===== config.mk =====
export PLATFORM = sky130hd
export DESIGN_NAME = mem_ctrl
export DESIGN_NICKNAME = d
export VERILOG_FILES = /design/src/rtl/mem_ctrl_pkg.sv /design/src/rtl/mem_ctrl.sv
export SDC_FILE = /design/constraint.sdc
export NUM_CORES = 1
export LEC_CHECK = 0
export CORE_MARGIN = 2
export CORE_UTILIZATION = 50
export CTS_BUF_LIST = sky130_fd_sc_hd__clkbuf_8 sky130_fd_sc_hd__clkbuf_16
export DETAILED_ROUTE_END_ITERATION = 8
export HOLD_SLACK_MARGIN = 0.15
export PLACE_DENSITY_LB_ADDON = 0.05
export SYNTH_ARGS = -nofsm -noshare
export SYNTH_HDL_FRONTEND = slang
export SYNTH_SLANG_ARGS = --single-unit

===== constraint.sdc =====
create_clock -name clk_in -period 6.7 [get_ports clk_in]
set_input_delay 0.67 -clock clk_in [delete_from_list [all_inputs] [get_ports clk_in]]
set_output_delay 0.67 -clock clk_in [all_outputs]
set_load 0.02 [all_outputs]

===== src/rtl/mem_ctrl_pkg.sv =====
// Shared types and helpers for mem_ctrl: FSM states, busy/width codes,
// access-size decode and load extension.
package mem_ctrl_pkg;

   typedef enum logic [1:0] {
      ST_IDLE,
      ST_IF_RD,
      ST_MEM_RD,
      ST_MEM_WR
   } state_t;

   localparam logic [1:0] BUSY_IDLE = 2'b00;
   localparam logic [1:0] BUSY_IF   = 2'b01;
   localparam logic [1:0] BUSY_MEM  = 2'b10;

   localparam logic [1:0] WIDTH_B = 2'b00;
   localparam logic [1:0] WIDTH_H = 2'b01;

   // Width code 11 is deliberately folded into the 4-byte case.
   function automatic logic [2:0] width_bytes(input logic [1:0] width);
      case (width)
         WIDTH_B: return 3'd1;
         WIDTH_H: return 3'd2;
         default: return 3'd4;
      endcase
   endfunction

   function automatic logic [31:0] extend_load(input logic [31:0] data,
                                               input logic [1:0]  width,
                                               input logic        sign_ext);
      logic [31:0] result;
      case (width)
         WIDTH_B: result = {{24{sign_ext & data[7]}}, data[7:0]};
         WIDTH_H: result = {{16{sign_ext & data[15]}}, data[15:0]};
         default: result = data;
      endcase
      return result;
   endfunction

endpackage


===== src/rtl/mem_ctrl.sv =====
// Byte-wide RAM port arbiter serialising IF fetches and MEM loads/stores.
// Optional I/O write throttling is enabled by defining MEMCTRL_IO_STALL_EN.
module mem_ctrl
   import mem_ctrl_pkg::*;
#(
   parameter int ADDR_WIDTH  = 32,
   parameter int IO_ADDR_BIT = 17
) (
   input  logic                  clk_in,
   input  logic                  rst_in,
   input  logic                  if_req_in,
   input  logic [ADDR_WIDTH-1:0] if_addr_in,
   output logic                  if_done_out,
   output logic [31:0]           if_inst_out,
   input  logic                  read_req_in,
   input  logic                  write_req_in,
   input  logic [ADDR_WIDTH-1:0] mem_addr_in,
   input  logic [31:0]           mem_val_in,
   input  logic [1:0]            mem_width_in,
   input  logic                  mem_signed_in,
   output logic                  mem_done_out,
   output logic [31:0]           mem_val_read_out,
   output logic [1:0]            memctrl_busy_out,
`ifdef MEMCTRL_IO_STALL_EN
   input  logic                  io_buffer_full_in,
`endif
   output logic [ADDR_WIDTH-1:0] ram_addr_out,
   output logic                  ram_wr_out,
   output logic [7:0]            ram_data_out,
   input  logic [7:0]            ram_data_in
);

   state_t                state_q, state_d;
   logic [2:0]            cnt_q, cnt_d;
   logic [ADDR_WIDTH-1:0] base_q, base_d;
   logic [1:0]            width_q, width_d;
   logic                  signed_q, signed_d;
   logic [31:0]           wdata_q, wdata_d;
   logic [31:0]           asm_q, asm_d;
   logic                  if_done_q, if_done_d;
   logic                  mem_done_q, mem_done_d;

   logic       io_full;
   logic       io_stall;
   logic [2:0] cur_bytes;
   logic [1:0] cap_idx;
   logic       start_mem;
   logic       start_if;
   logic       capture;
   logic       addr_phase;

`ifdef MEMCTRL_IO_STALL_EN
   assign io_full = io_buffer_full_in;
`else
   assign io_full = 1'b0;
`endif

   assign io_stall  = (state_q == ST_MEM_WR) && base_q[IO_ADDR_BIT] && io_full;
   assign cur_bytes = (state_q == ST_IF_RD) ? 3'd4 : width_bytes(width_q);
   // Read data lags its address by one cycle, so counter k captures byte k-1.
   assign cap_idx   = cnt_q[1:0] - 2'd1;

   always_ff @(posedge clk_in or negedge rst_in) begin
      if (!rst_in) begin
         state_q    <= ST_IDLE;
         cnt_q      <= '0;
         base_q     <= '0;
         width_q    <= '0;
         signed_q   <= 1'b0;
         wdata_q    <= '0;
         asm_q      <= '0;
         if_done_q  <= 1'b0;
         mem_done_q <= 1'b0;
      end else begin
         state_q    <= state_d;
         cnt_q      <= cnt_d;
         base_q     <= base_d;
         width_q    <= width_d;
         signed_q   <= signed_d;
         wdata_q    <= wdata_d;
         asm_q      <= asm_d;
         if_done_q  <= if_done_d;
         mem_done_q <= mem_done_d;
      end
   end

   always_comb begin
      state_d    = state_q;
      cnt_d      = cnt_q;
      base_d     = base_q;
      width_d    = width_q;
      signed_d   = signed_q;
      wdata_d    = wdata_q;
      asm_d      = asm_q;
      if_done_d  = 1'b0;
      mem_done_d = 1'b0;
      start_mem  = 1'b0;
      start_if   = 1'b0;
      capture    = 1'b0;

      case (state_q)
         ST_IDLE: begin
            // A done pulse means the requester is still lowering its level.
            if (!if_done_q && !mem_done_q) begin
               if (read_req_in || write_req_in) begin
                  start_mem = 1'b1;
               end else if (if_req_in) begin
                  start_if = 1'b1;
               end
            end
         end
         ST_IF_RD: begin
            if (read_req_in || write_req_in) begin
               start_mem = 1'b1;
            end else if (!if_req_in) begin
               state_d = ST_IDLE;
               cnt_d   = '0;
            end else begin
               capture = (cnt_q != 3'd0);
               if (cnt_q == cur_bytes) begin
                  state_d   = ST_IDLE;
                  cnt_d     = '0;
                  if_done_d = 1'b1;
               end else begin
                  cnt_d = cnt_q + 3'd1;
               end
            end
         end
         ST_MEM_RD: begin
            capture = (cnt_q != 3'd0);
            if (cnt_q == cur_bytes) begin
               state_d    = ST_IDLE;
               cnt_d      = '0;
               mem_done_d = 1'b1;
            end else begin
               cnt_d = cnt_q + 3'd1;
            end
         end
         ST_MEM_WR: begin
            if (!io_stall) begin
               if (cnt_q == cur_bytes - 3'd1) begin
                  state_d    = ST_IDLE;
                  cnt_d      = '0;
                  mem_done_d = 1'b1;
               end else begin
                  cnt_d = cnt_q + 3'd1;
               end
            end
         end
         default: begin
            state_d = ST_IDLE;
            cnt_d   = '0;
         end
      endcase

      if (capture) begin
         asm_d[{cap_idx, 3'b000} +: 8] = ram_data_in;
      end

      // A new access always restarts from byte 0 with a clean assembly register.
      if (start_mem) begin
         state_d  = read_req_in ? ST_MEM_RD : ST_MEM_WR;
         cnt_d    = '0;
         base_d   = mem_addr_in;
         width_d  = mem_width_in;
         signed_d = mem_signed_in;
         wdata_d  = mem_val_in;
         asm_d    = '0;
      end else if (start_if) begin
         state_d = ST_IF_RD;
         cnt_d   = '0;
         base_d  = if_addr_in;
         asm_d   = '0;
      end
   end

   always_comb begin
      memctrl_busy_out = BUSY_IDLE;
      addr_phase       = 1'b0;
      case (state_q)
         ST_IF_RD: begin
            memctrl_busy_out = BUSY_IF;
            addr_phase       = (cnt_q < cur_bytes);
         end
         ST_MEM_RD: begin
            memctrl_busy_out = BUSY_MEM;
            addr_phase       = (cnt_q < cur_bytes);
         end
         ST_MEM_WR: begin
            memctrl_busy_out = BUSY_MEM;
            addr_phase       = 1'b1;
         end
         default: begin
            memctrl_busy_out = BUSY_IDLE;
            addr_phase       = 1'b0;
         end
      endcase
   end

   assign ram_addr_out     = addr_phase ? (base_q + ADDR_WIDTH'(cnt_q)) : '0;
   assign ram_wr_out       = (state_q == ST_MEM_WR) && !io_stall;
   assign ram_data_out     = (state_q == ST_MEM_WR) ? wdata_q[{cnt_q[1:0], 3'b000} +: 8] : 8'h00;
   assign if_done_out      = if_done_q;
   assign if_inst_out      = if_done_q ? asm_q : 32'h0;
   assign mem_done_out     = mem_done_q;
   assign mem_val_read_out = mem_done_q ? extend_load(asm_q, width_q, signed_q) : 32'h0;

endmodule


### Yosys cells after proc, flatten, opt, wreduce, memory -nomap -nowiden

Index checks and enable logic that the tools add are counted.

| word-level totals | value |
|---|---|
| register bits after elaboration | 106 |
| bits of input ports | 112 |
| logic and storage cells | 88 |

| operators by class | value |
|---|---|
| $add $sub $neg | 5 |
| order comparisons | 1 |
| eq/ne operators | 8 |
| shift operators | 3 |
| mux-type cells | 46 |
| bitwise gates (word level) | 2 |
| reduce and logical (&&, ||, !) cells | 14 |

Operators with widths:

| operator | count |
|---|---|
| 32-bit two-way mux | 8 |
| 32-bit case mux with 2 select lines | 1 |
| 32-bit by 3-bit adder with 32-bit output | 1 |
| 32-bit bitwise mux | 1 |
| 8-bit by 7-bit variable shift with 32-bit output (first input constant) | 1 |
| 32-bit by 6-bit indexed part select with 8-bit output | 1 |
| 8-bit by 7-bit indexed part select with 32-bit output | 1 |
| 3-bit two-way mux | 7 |
| 1-bit two-way mux | 14 |
| 2-bit two-way mux | 6 |
| 3-bit case mux with 3 select lines | 1 |
| 8-bit two-way mux | 1 |
| 1-bit case mux with 2 select lines | 4 |
| 5-bit negator with 7-bit output | 1 |
| 3-bit == test | 2 |
| 2-bit case mux with 3 select lines | 1 |
| 3-bit case mux with 2 select lines | 1 |
| 3-bit nonzero test | 2 |
| 5-bit nonzero test | 1 |
| 2-bit by 1-bit == test with 1-bit output (second input constant) | 2 |
| 2-bit == test (second input constant) | 2 |
| 2-bit logical NOT | 2 |
| 4-bit by 1-bit inequality test with 1-bit output (second input constant) | 1 |
| 4-bit inequality test (second input constant) | 1 |
| 13 further kinds | 16 |

### Logic depth before layout (Yosys ltp)

Gate-level depths: netlist of the first run.

| logic depth | value |
|---|---|
| depth after elaboration | 10 |
| gate-level depth with buffers | 12 |
| gate-level depth less buffers | 10 |

### Worst setup path before layout of the first run

OpenSTA, ideal clock, no wires.

| timing | value |
|---|---|
| kind | register to output |
| start | register state_q[1] |
| end | output port ram_addr_out[14] |
| arrival | 2455 ps |
| required time | 6030 ps |
| path slack | 3575 ps |
| cell stages (with the launch flop) | 11 |
| path buffers | 3 |
| cells stage by stage | dfrtp_1 -> inv_1 -> ha_1 -> buf_2 -> o41a_1 -> o21ai_0 -> a31oi_1 -> or2_2 -> clkbuf_1 -> buf_2 -> a21oi_1 |

| on the way | value |
|---|---|
| word-level cells in the longest chain between the ends | 5 |
| elaborated cells on any way between the ends | 8 |

RTL lines:

| what | RTL line | text |
|---|---|---|
| start, declared | mem_ctrl.sv:33 | `state_t state_q, state_d;` |
| start signal, assigned | mem_ctrl.sv:75 | `state_q <= state_d;` |
| 2-bit by 1-bit == test with 1-bit output | mem_ctrl.sv:59, mem_ctrl.sv:180 |  |
| 3-bit two-way mux | mem_ctrl.sv:59 | `assign cur_bytes = (state_q == ST_IF_RD) ? 3'd4 : width_bytes(width_q);` |
| 3-bit less-than comparator | mem_ctrl.sv:183, mem_ctrl.sv:187 |  |
| 1-bit case mux with 2 select lines (*) | mem_ctrl.sv:180 | `case (state_q)` |
| 32-bit two-way mux (*) | mem_ctrl.sv:200 | `assign ram_addr_out = addr_phase ? (base_q + ADDR_WIDTH'(cnt_q)) : '0;` |
| end, declared | mem_ctrl.sv:27 | `output logic [ADDR_WIDTH-1:0] ram_addr_out,` |

Mark *: on every way between the ends. The rest lies on a longest branch, timed or not.

### Final worst setup path of the first run

| timing | value |
|---|---|
| start | register cnt_q[0] |
| end | output port ram_addr_out[16] |

| on the way | value |
|---|---|
| word-level cells in the longest chain between the ends | 3 |
| elaborated cells on any way between the ends | 4 |

RTL lines:

| what | RTL line | text |
|---|---|---|
| start, declared | mem_ctrl.sv:34 | `logic [2:0] cnt_q, cnt_d;` |
| start signal, assigned | mem_ctrl.sv:76 | `cnt_q <= cnt_d;` |
| branches (longest 2 deep; another with 32-bit by 3-bit adder with 32-bit output) | -- |  |
| 32-bit two-way mux (*) | mem_ctrl.sv:200 |  |

Mark *: on every way between the ends.

==> metrics.cfg, run 1 <==
[outcome]
status = complete, no violations

[worst_setup_path]
rr_endpoint = base_q[8]
crit_arrival_ns = 3.89
rrSetupSlack_ns = 3.41
cp-startpoint = cnt_q[0]
critPathMaxFanout = 25
critPathLaunchType = flop
r2r_cells = 6
endpoint_kind = output pin
path_class = reg -> out
cp_data_required_time_ns = 6.03
r2r_start = if_done_out

[logic_synthesis]
synth_area_sq_um = 6336
synthAdderAreaFrac = 0.03673
synth_xor_area_frac = 0.03318
yosys.area_share.simple = 0.2688
synth.mux.area_fraction = 0.03179
synthCells = 732
synth_top_family_by_area = simple AND/OR/NAND/NOR gates
synth_compound_area_frac = 0.1649
yosysTopAreaCellShare = 0.4186
avgSynthCellArea_sq_um = 8.656
synth_largest_area_cell = dfrtp_1
ys_types = 57
ys.flop_type = dfrtp_1
async_flop_share = 1.000
synthTopCellsByArea = dfrtp_1 42%, nand2_1 11%, and2_1 5.2%
ys_warn_count = 0
synth_edf_count = 0
ys_seq_area_frac = 0.4186
yosysMostFrequentCell = nand2_1
ys_ff_latch = 106
yosys-top-cells-count = 188 x nand2_1, 106 x dfrtp_1, 53 x and2_1
postSynthNetCount = 862

[sta]
setup_viol = 0
finalSetupTns_ns = 0
finalHoldViolations = 0
slew_viol_final = 0
rsz0062_at_grt = false
fin_crit_ns = 4.560
max_freq_mhz = 219.3
max-slew-margin-rel = 0.1806
worstMarginPinSlew_ns = 1.228
period_share = 0.6806
fin_skew_ns = 0.005134

[detailed_routing]
avgRoutedWirePerCell_um = 16.00
final_antenna_net_count = 0
remaining_drc_errors = 0
drt_iter0_markers = 302
routed_via_density = 5.509
wl_um = 17570
drt_first_pass_iters = 5
route.vias.total = 6049

[clocking]
htree_num_levels = 3
clk-insertion-delay-late_ns = 0.36
ctsResizeCount = 0
cts_tree = done
cts.sinks = 106
numCtsBuffers = 9
post_cts_buffers = 0
root_buffer = clkbuf_16
cts_hold_buffers = 0
clock_path_buffers = 2
clk_pin_slew_ns = 0.07

[global_route]
grt_max_degree = 59
globalRoute.totalOverflow = 0
grt_pass1_wl_um = 28080
grt_pass1_vias = 5709
grt_antenna_before_repair = 0
grt_use_total = 0.2621

[die]
chipHeight_um = 116.6
rows = 41
die_w_um = 116.6
core_sq_um = 12520
io_pins = 221
dieArea_sq_um = 13590
initial_core_util = 0.5062

[cells_and_area]
nNetsFinal = 1051
num_antenna_cells = 0
syn_to_final_growth_pct = 40.05
drive_gt1_frac = 0.04644

[power_and_ir_drop]
p_total_uw = 3430
peakVddDrop_v = 0.0002593
leakage_uw = 0.003893
power_density_nw_per_um2 = 386.5

[place]
dpl.hpwl_um = 13000
port_buffers = 220
gp_congestion = 0.8912

[flow_run]
drv_cap = 0

[min_path]
hp-class = in -> async

worst max-delay path: stages (launching register included):
cell,delay [ns]
dfrtp_1,1.06
ha_1,0.34
fa_1,0.23
a21o_1,0.14
and2_1,0.37
nand2_1,0.23
or3_1,0.36
a21oi_1,0.17
clkdlybuf4s50_1,0.63
cells by family (layout without fill, tap and decap cells):
family | after synthesis | after routing
simple gates | 349 | 349
compound gates | 150 | 150
flops | 106 | 106
buf+inv | 75 | 269
xor+xnor | 24 | 24
fa+ha+maj | 18 | 18
mux | 10 | 10
power breakdown:
part / total [uW] / switching (uW) / internal [uW]
Combinational: 1780 / 1030 / 752
Clock: 496 / 245 / 252
Sequential: 1150 / 290 / 863
worst max-delay path by stage:
| stage | slack [ns] | endpoint |
|---|---|---|
| floorplan | 3.58 | ram_addr_out[14] |
| global placement | 2.64 | ram_addr_out[14] |
| detailed placement | 2.55 | ram_addr_out[16] |
| CTS | 2.16 | ram_addr_out[16] |
| global route | 1.85 | ram_addr_out[16] |
| finish | 2.14 | ram_addr_out[16] |
per-stage QoR:
stage | utilization | hold slack (ns) | setup WS (ns) | cells | area [sq um]
after global routing | 0.7089 | 0.3787 | 1.849 | 1098 | 8874
after global placement | 0.6872 | 0.4538 | 2.643 | 1082 | 8602
after detailed placement | 0.6872 | 0.4615 | 2.549 | 1082 | 8602
after floorplan | - | 0.3744 | 3.575 | 732 | 6336
after CTS | 0.7089 | 0.3420 | 2.157 | 1098 | 8874
final | 0.7089 | 0.3134 | 2.140 | 1098 | 8874
flip-flops by register name, indices dropped and copies added (netlist names):
| register | flops |
|---|---|
| wdata_q | 32 |
| signed_q | 1 |
| mem_done_out | 1 |
| cnt_q | 3 |
| width_q | 2 |
| base_q | 32 |
| if_done_out | 1 |
| state_q | 2 |
| asm_q | 32 |
cells in the final DEF, fill, tap and decap left out, drive strengths merged, types with 3 or more instances in the layout:
cell type        n
xor2            18
nand3            8
a21boi           9
and3            11
inv             31
or4              3
a22oi           32
nand2b           3
ha              17
clkdlybuf4s50  219
a21oi           35
nand4           17
and2            53
mux4             8
a22o            27
clkinv           3
nand2          188
nor2b            9
o21ai           24
xnor2            6
and4             7
or3              9
nor2            33
clkbuf           9
buf              5
dfrtp          106
a21o             4
cell type report:
type / instances / area (sq um)
clock buffer: 9 / 225.2
clock inverter: 7 / 46.29
fill: 1024 / 3643
inverter: 29 / 108.9
multi-input combinational: 551 / 3396
sequential: 106 / 2653
tap: 172 / 215.2
timing repair buffer: 224 / 2230
layer usage:
metal	share of wire	up-vias	track usage
met5	0	-	0
met2	0.50	179	0.4523
met4	0.018	0	0.08235
li1	-	2893	-
met3	0.050	23	0.03736
met1	0.43	2954	0.3437
Note: power is estimated with default switching activity, not from simulation.
==> inputs of run 2 (changes only) <==
--- a/config.mk
+++ b/config.mk
@@ -6,7 +6,7 @@
 export NUM_CORES = 1
 export LEC_CHECK = 0
 export CORE_MARGIN = 2
-export CORE_UTILIZATION = 50
+export CORE_UTILIZATION = 42
 export CTS_BUF_LIST = sky130_fd_sc_hd__clkbuf_8 sky130_fd_sc_hd__clkbuf_16
 export DETAILED_ROUTE_END_ITERATION = 8
 export HOLD_SLACK_MARGIN = 0.15
==> constraint.sdc (replaced) <==
create_clock -name clk_in -period 3.9 [get_ports clk_in]
set_input_delay 0.39 -clock clk_in [delete_from_list [all_inputs] [get_ports clk_in]]
set_output_delay 0.39 -clock clk_in [all_outputs]
set_load 0.02 [all_outputs]
==> metrics.cfg, run 2 (synthesized netlist as in run 1, its figures left out) <==
[global_route]
grt.met3_usage = 0.03332
grt_pass1_vias = 6082
use_met1 = 0.2906
busiest_layer = met2
grt_max_degree = 50
grt_pass1_wl_um = 29620
grt_use_total = 0.2272
globalRoute.totalOverflow = 0
grt_antenna_before_repair = 0
met2_usage = 0.3827

[cells_and_area]
final_util = 0.6165
num_antenna_cells = 0
syn_to_final_growth_pct = 42.50
final_cell_mix = 216 x clkdlybuf4s50_1, 188 x nand2_1, 106 x dfrtp_1
seqCellArea_sq_um = 2653
fillers = 1255
multi_input_area_sq_um = 3398
reg.largest.list = asm_q x32, base_q x32, wdata_q x32
layout_commonest_cell = clkdlybuf4s50_1
nNetsFinal = 1060
layout.cells.non_filler = 1119
drive_gt1_frac = 0.05561

[clocking]
clock_path_buffers = 2
clk_pin_slew_ns = 0.07
htree_num_levels = 3
cts_tree = done
cts.sinks = 106
post_cts_buffers = 0
numCtsBuffers = 9
clk-insertion-delay-late_ns = 0.35
root_buffer = clkbuf_16

[place]
dp_slack_ns = 0.3984
port_buffers = 220
place_inst = 1102
dpl.hpwl_um = 13550
gp_congestion = 0.8709

[sta]
rsz0062_at_grt = false
finalSetupTns_ns = 0
setup_ws_ns = 0.2342
fin_crit_ns = 3.666
max-slew-margin-rel = 0.3163
max_freq_mhz = 272.8
finalHoldViolations = 0
fin_skew_ns = 0.008259
period_share = 0.9399
worstMarginPinSlew_ns = 1.019
setup_viol = 0
slew_viol_final = 0

[die]
rows = 44
core_sq_um = 14640
initial_core_util = 0.4327
io_pins = 221
die_w_um = 126.8
chipHeight_um = 126.8
dieArea_sq_um = 16080

[min_path]
min_delay_worst_endpoint = wdata_q[14]
min_from = wdata_q[14]
hp-class = reg -> reg
whs_path_depth = 2

[worst_setup_path]
r2r_start = state_q[0]
critPathMaxStageDelay_ns = 0.64
path_cells = inv_1 -> ha_1 -> nor2_1 -> nand2_1 -> ha_1 -> o41a_1 -> o21ai_0 -> a31oi_1 -> or2_4 -> a21oi_1 -> clkdlybuf4s50_1
critPathMaxFanout = 32
endpoint_kind = output pin
crit_buf_inv = 2
cp_data_required_time_ns = 3.51
slowest_stage = clkdlybuf4s50_1
cp_common_cell = ha_1
r2r_cells = 8
crit_arrival_ns = 3.28
cpLargestDelayFamily = buffers and inverters
rr_endpoint = asm_q[3]
critPathLaunchType = flop
path_class = reg -> out
rrSetupSlack_ns = 1.04

[power_and_ir_drop]
internal_power_uw = 3395
power_density_nw_per_um2 = 676.5
p_seq_frac = 0.307
swShare = 0.4441
clkPwrFrac = 0.165
switchingPower_uw = 2713
p_total_uw = 6108
leakage_uw = 0.004019
peakVddDrop_v = 0.0004454
p_comb_frac = 0.528

[detailed_routing]
drt_iter0_markers = 396
drt_first_pass_iters = 5
final_antenna_net_count = 0
route.vias.total = 6041
routed_via_density = 5.399
remaining_drc_errors = 0
avgRoutedWirePerCell_um = 16.15
wl_um = 18080

[outcome]
status = complete, no violations

[flow_run]
drv_cap = 0

[run 2: cell types whose count changed in the layout (fill, tap and decap cells not counted), moves of 2 or more]
cell,previous run,this run
buf_4,5,13
bufinv_16,0,2
clkdlybuf4s50_1,219,216
clkinv_2,2,0
clkinvlp_4,2,0
dlymetal6s2s_1,0,3
inv_6,1,4
[run 2: layer usage]
metal | vias up | part of all wire
met5 | - | 0
met4 | 0 | 0.036
met3 | 46 | 0.048
met2 | 225 | 0.47
met1 | 2853 | 0.44
li1 | 2917 | -
[run 2: what timing repair did]
action | CTS | global route
endpoints found under the hold margin | 47 | 0
hold buffers | 1 | 0
setup endpoints to repair | 0 | 32
gates resized for setup | 0 | 4
[run 2: power groups by stage]
stage / sequential, uW / clock (uW) / combinational, uW
2_1_floorplan: 1760 / 0 / 2140
3_3_place_gp: 1860 / 0 / 3150
3_5_place_dp: 1890 / 0 / 3230
4_1_cts: 1870 / 1030 / 3240
5_1_grt: 1930 / 1080 / 3570
6_report: 1880 / 1010 / 3230
[run 2: worst max-delay path by stage]
stage	from	endpoint	slack [ns]	depth (start not counted)
after CTS	state_q[1]	ram_addr_out[25]	0.003	11
final	state_q[1]	ram_addr_out[25]	0.23	11
after detailed placement	state_q[1]	ram_addr_out[25]	0.40	11
after global routing	state_q[1]	ram_addr_out[25]	0.005	11
after global placement	state_q[1]	ram_addr_out[25]	0.53	11
after floorplan	state_q[1]	ram_addr_out[14]	1.06	10
[run 2: area by class of cell]
class,count,area share
multi-input cells,551,0.3764
flip-flops and latches,106,0.2938
repair buffers,233,0.2555
well taps,184,0.02550
clock buffers,9,0.02494
inverters,29,0.01206
clock inverters,7,0.01178
[run 2: stage by stage]
stage	hold slack [ns]	instance area (sq um)
finish	0.4777	9029
global route	0.4987	9029
detailed placement	0.4591	8677
CTS	0.4793	9019
floorplan	0.09441	6336
global placement	0.4494	8677
[run 2: worst min-delay path: cells and delay by family, from the launching register on]
family | cells | cell delay (ns)
and+or+nand+nor | 2 | 0.10
DFF | 1 | 0.34
